--- src/rtl/miriscv_irq_pkg.sv ---
// ============================================================================
// miriscv_irq_pkg : shared types and constants for the interrupt controller
// Rev 1.0
// ============================================================================
`default_nettype none

package miriscv_irq_pkg;

  typedef enum logic [1:0] {
    ST_IDLE  = 2'd0,
    ST_SERVE = 2'd1,
    ST_FIN   = 2'd2
  } irq_state_e;

  localparam int unsigned DEF_CAUSE_BASE = 16;
  localparam logic        CAUSE_MSB      = 1'b1;

endpackage

`default_nettype wire

--- src/rtl/miriscv_irq_arb.sv ---
// ============================================================================
// miriscv_irq_arb : combinational fixed-priority / round-robin channel picker
// Rev 1.0
// ============================================================================
`default_nettype none

module miriscv_irq_arb #(
  parameter int unsigned NUM_IRQ = 32,
  parameter bit          ARB_RR  = 1'b0,
  localparam int unsigned IDW    = (NUM_IRQ > 1) ? $clog2(NUM_IRQ) : 1
) (
  input  logic [NUM_IRQ-1:0] eligible_i,
  input  logic [IDW-1:0]     rr_ptr_i,
  output logic [IDW-1:0]     id_o,
  output logic               valid_o
);

  int idx;

  // Scan from the far end so the last hit (smallest offset) wins, avoiding a break.
  always_comb begin
    id_o    = '0;
    valid_o = |eligible_i;
    idx     = 0;
    for (int k = int'(NUM_IRQ) - 1; k >= 0; k--) begin
      if (ARB_RR) idx = (int'(rr_ptr_i) + k) % int'(NUM_IRQ);
      else        idx = k;
      if (eligible_i[IDW'(idx)]) id_o = IDW'(idx);
    end
  end

endmodule

`default_nettype wire

--- src/rtl/miriscv_irq_ctrl.sv ---
// ============================================================================
// miriscv_irq_ctrl : N-channel interrupt controller feeding the miriscv core
// Rev 1.0
// ============================================================================
`default_nettype none

module miriscv_irq_ctrl
  import miriscv_irq_pkg::*;
#(
  parameter int unsigned          NUM_IRQ    = 32,
  parameter logic [NUM_IRQ-1:0]   EDGE_SENS  = '0,
  parameter bit                   ARB_RR     = 1'b0,
  parameter int unsigned          CAUSE_BASE = DEF_CAUSE_BASE
) (
  input  logic               clk_i,
  input  logic               rst_i,
  input  logic [NUM_IRQ-1:0] int_req_i,
  input  logic [NUM_IRQ-1:0] mie_i,
  output logic               int_o,
  output logic [31:0]        mcause_o,
  input  logic               int_rst_i,
  output logic [NUM_IRQ-1:0] int_fin_o
);

  localparam int unsigned IDW = (NUM_IRQ > 1) ? $clog2(NUM_IRQ) : 1;

  irq_state_e         state_q;
  logic [NUM_IRQ-1:0] prev_q;
  logic [NUM_IRQ-1:0] pend_q;
  logic [NUM_IRQ-1:0] pend_d;
  logic [NUM_IRQ-1:0] fin_q;
  logic [IDW-1:0]     id_q;
  logic [IDW-1:0]     rr_ptr_q;
  logic [IDW-1:0]     rr_ptr_d;
  logic               int_q;
  logic [31:0]        mcause_q;

  logic [NUM_IRQ-1:0] eligible;
  logic [IDW-1:0]     arb_id;
  logic               arb_valid;

  // fin_q is one-hot on the served channel only during FIN, so it doubles as the
  // edge-pending clear; a fresh edge in that same cycle is OR-ed in after the clear.
  always_comb begin
    pend_d = (EDGE_SENS & ((pend_q & ~fin_q) | (int_req_i & ~prev_q)))
           | (~EDGE_SENS & int_req_i);
    rr_ptr_d = (id_q == IDW'(NUM_IRQ - 1)) ? '0 : id_q + IDW'(1);
  end

  assign eligible = pend_q & mie_i;

  miriscv_irq_arb #(
    .NUM_IRQ (NUM_IRQ),
    .ARB_RR  (ARB_RR)
  ) u_arb (
    .eligible_i (eligible),
    .rr_ptr_i   (rr_ptr_q),
    .id_o       (arb_id),
    .valid_o    (arb_valid)
  );

  always_ff @(posedge clk_i or posedge rst_i) begin
    if (rst_i) begin
      state_q  <= ST_IDLE;
      prev_q   <= '0;
      pend_q   <= '0;
      fin_q    <= '0;
      id_q     <= '0;
      rr_ptr_q <= '0;
      int_q    <= 1'b0;
      mcause_q <= '0;
    end else begin
      prev_q <= int_req_i;
      pend_q <= pend_d;
      unique case (state_q)
        ST_IDLE: begin
          if (arb_valid) begin
            id_q     <= arb_id;
            int_q    <= 1'b1;
            mcause_q <= {CAUSE_MSB, 31'(CAUSE_BASE) + 31'(arb_id)};
            state_q  <= ST_SERVE;
          end
        end
        ST_SERVE: begin
          if (int_rst_i) begin
            int_q    <= 1'b0;
            mcause_q <= '0;
            fin_q    <= NUM_IRQ'(1) << id_q;
            rr_ptr_q <= rr_ptr_d;
            state_q  <= ST_FIN;
          end
        end
        ST_FIN: begin
          fin_q   <= '0;
          state_q <= ST_IDLE;
        end
        default: state_q <= ST_IDLE;
      endcase
    end
  end

  assign int_o     = int_q;
  assign mcause_o  = mcause_q;
  assign int_fin_o = fin_q;

endmodule

`default_nettype wire

--- config.mk ---
export PLATFORM = sky130hd
export DESIGN_NAME = miriscv_irq_ctrl
export DESIGN_NICKNAME = d
export VERILOG_FILES = /design/src/rtl/miriscv_irq_pkg.sv /design/src/rtl/miriscv_irq_arb.sv /design/src/rtl/miriscv_irq_ctrl.sv
export SDC_FILE = /design/constraint.sdc
export NUM_CORES = 1
export LEC_CHECK = 0
export CELL_PAD_IN_SITES_DETAIL_PLACEMENT = 1
export CELL_PAD_IN_SITES_GLOBAL_PLACEMENT = 1
export CORE_ASPECT_RATIO = 2
export CORE_MARGIN = 1.5
export CORE_UTILIZATION = 30
export CTS_BUF_LIST = sky130_fd_sc_hd__clkbuf_8
export CTS_CLUSTER_DIAMETER = 120
export CTS_CLUSTER_SIZE = 12
export DETAILED_ROUTE_END_ITERATION = 10
export HOLD_SLACK_MARGIN = 0.03
export PLACE_DENSITY = 0.92
export SETUP_SLACK_MARGIN = 0.5
export SLEW_MARGIN = 20
export SYNTH_ARGS = -nofsm -noshare
export SYNTH_HDL_FRONTEND = slang
export SYNTH_SLANG_ARGS = --single-unit
export TNS_END_PERCENT = 100
--- constraint.sdc ---
create_clock -name clk_i -period 2.35 [get_ports clk_i]
set_clock_uncertainty 0.05 [all_clocks]
set_input_delay 0.3525 -clock clk_i [delete_from_list [all_inputs] [get_ports clk_i]]
set_output_delay 0.3525 -clock clk_i [all_outputs]
set_load 0.03 [all_outputs]
==> impl_metrics.toml <==
[pwr]
ir_worst_vdd_mv = 0.624
p_comb_share_pct = 34.1
power_mw = 3.35
power.share.sequential_pct = 40.1
leakage_nw = 1.62
switching_power_mw = 1.17
p_int_mw = 2.18
power.density_mw_per_mm2 = 931
p_clk_share_pct = 25.8
swShare_pct = 34.9

[worst_setup_path]
worstSetupEndpointType = "register"
cp.arrival_ns = 1.97
cp.required_ns = 2.54
r2r_cells = 5
ff2ff_setup_slack_ns = 0.63
cp-start-kind = "input port"
r2r-end = "id_q[2]$_DFFE_PP0P_"
critical_path.max_fanout = 6
timing.rr.start = "pend_q[22]$_DFF_PP0_"
crit_type = "in -> reg"

[place]
dp_cells = 398
place_congestion = 0.766
post-place-ws_ns = 0.0504
dpl.hpwl_um = 5250
port_buffers = 89
postPlaceCellArea_mm2 = 0.00336

[clocking]
clock_sinks = 59
clock_latency_ns = 0.33
cts_tree = "built"
cts_buffer_depth = 2
holdBufCountCts = 0
h-tree-depth = 3
cts_buffers = 9
path_clk_slew_ns = 0.06
cts-root-buf = "clkbuf_8"

[layout]
final_cells = 414
num-fill-cells = 913
finalInstanceArea_mm2 = 0.00359
syn_to_final_growth_pct = 43.8
diodes = 0
drive_gt1_share_pct = 9.49
final_net_count = 380
post-route-util_pct = 44.0
final_cell_mix = "clkdlybuf4s50_1, dfrtp_1, conb_1"
final_common_cell = "clkdlybuf4s50_1"

[floorplan]
fp-row-count = 47
initial_core_util_pct = 30.6
core-area_mm2 = 0.00817
die_x_um = 67.6
dieArea_mm2 = 0.00892
die_h_um = 132
io_pins = 132

[run_status]
status = "finished clean"

[routing]
drt_iter0_markers = 50
routed_via_density = 4.52
route.detailed.drc = 0
wirelength_um = 6230
via_count = 1871
first_pass_iters = 4
avgRoutedWirePerCell_um = 15.1
ant_nets = 0

[global_routing]
antenna_found_initial = 0
grt_pass1_vias = 2050
gr-total-overflow = 0
grt_pass1_wl_um = 9850
grt_usage_pct = 15.2
grt_max_degree = 33

[synthesis]
syn_area_mm2 = 0.00250
yosys.area_share.adder_pct = 0
ys_seq_area_share_pct = 59.1
synth-compound-area-share_pct = 13.5
syn_avg_cell_area_um2 = 11.6
ys_warn_count = 0
synth_top_family_by_area = "buffers and inverters"
synth_simple_gate_area_share_pct = 8.51
synthCells = 215
ys_types = 33
synth_xor_area_share_pct = 0
muxShareOfSynthArea_pct = 3.40
synth-seq-cells = 59

[min_path]
hp-class = "in -> async"

[timing]
slew_violations = 0
rsz0062_at_grt = "false"
min_period_ns = 1.79
finalSetupTns_ns = 0
fmax_mhz = 560
setup_violations = 0
hold_viol = 0
period_share_pct = 76.0
holdWs_ns = 0.401
tightest_slew_ns = 0.644
max_slew_margin_pct = 57.1
setup_ws_ns = 0.563

[job]
cap_viol_max_count = 0
## final cells by class
cell class                      instances  area [um2]  share of cell area [%]
Clock buffer                           10         138                    3.83
Clock inverter                          4        43.8                    1.22
Inverter                                8        33.8                   0.940
Multi-Input combinational cell        141         837                    23.3
Sequential cell                        59        1480                    41.1
Tap cell                               98         123                    3.41
Timing Repair Buffer                   94         943                    26.2
## logic make-up (layout without fill, tap and decap cells)
logic type | count (synthesis) | in the layout
buffers and inverters | 56 | 116
AND/OR/NAND/NOR | 46 | 46
flip-flops | 59 | 59
AO/OA/AOI/OAI | 45 | 45
other | 1 | 42
multiplexers | 8 | 8
## critical path: stages
cell and delay [ns]:
clkdlybuf4s50_1 0.51, a22oi_2 0.11, nand4_1 0.17, nor2_2 0.08, a211oi_4 0.37, buf_4 0.18
mux2i_1 0.20
## registers in the layout (all words and copies together), names as in the netlist
| signal | count |
|---|---|
| mcause_o | 5 |
| int_fin_o | 16 |
| state_q | 2 |
| id_q | 4 |
| pend_q | 32 |
## Yosys cell counts (all sizes together)
master	count	area (um2)
a21oi	1	8.76
and2	1	6.26
dfrtp	59	1480
a22oi	14	110
inv	8	30.0
nand3	2	10.0
nor4	1	12.5
mux2i	7	70.1
buf	46	347
clkbuf	2	7.51
nand3b	1	7.51
nor2	5	18.8
a21boi	1	7.51
a32oi	3	26.3
a31oi	1	6.26
nor3	2	10.0
nand4	2	12.5
o21ai	10	50.1
nand2	29	109
conb	1	3.75
o31ai	1	7.51
a21o	1	7.51
nand2b	1	13.8
mux2	1	15.0
a211oi	2	15.0
o211ai	1	7.51
a32o	3	30.0
a22o	7	61.3
or2	1	6.26
and3	1	6.26
## timing repair
action                     CTS  global route
setup buffers                0             2
pin swaps                    1             2
setup endpoints to repair    9             7
resized for setup            5             7
## how the worst max path moves through the flow
| stage | from | end | slack, ns | cells past startpoint |
|---|---|---|---|---|
| floorplan | pend_q[10]$_DFF_PP0_ | id_q[2]$_DFFE_PP0P_ | 0.66 | 6 |
| global placement | mie_i[10] | id_q[0]$_DFFE_PP0P_ | 0.11 | 7 |
| detailed placement | mie_i[1] | mcause_o[2]$_DFFE_PP0P_ | 0.05 | 7 |
| CTS | mie_i[1] | mcause_o[0]$_DFFE_PP0P_ | 0.51 | 7 |
| global route | mie_i[5] | mcause_o[2]$_DFFE_PP0P_ | 0.48 | 7 |
| finish | mie_i[5] | id_q[3]$_DFFE_PP0P_ | 0.56 | 7 |
## power by group through the flow
stage          Combinational (mW)  Sequential (mW)  Clock (mW)
3_5_place_dp                 1.12             1.36           0
3_3_place_gp                 1.09             1.34           0
5_1_grt                      1.23             1.37       0.940
4_1_cts                      1.12             1.34       0.891
6_report                     1.14             1.34       0.864
2_1_floorplan               0.599             1.48           0
## metal layers
| layer | GRT usage [%] | up-vias | share of wire [%] |
|---|---|---|---|
| li1 | - | 848 | - |
| met1 | 12.8 | 911 | 28 |
| met2 | 29.9 | 97 | 63 |
| met3 | 3.67 | 15 | 5.6 |
| met4 | 7.60 | 0 | 3.6 |
| met5 | 0 | - | 0 |
Power figures use the tool's default switching activity.
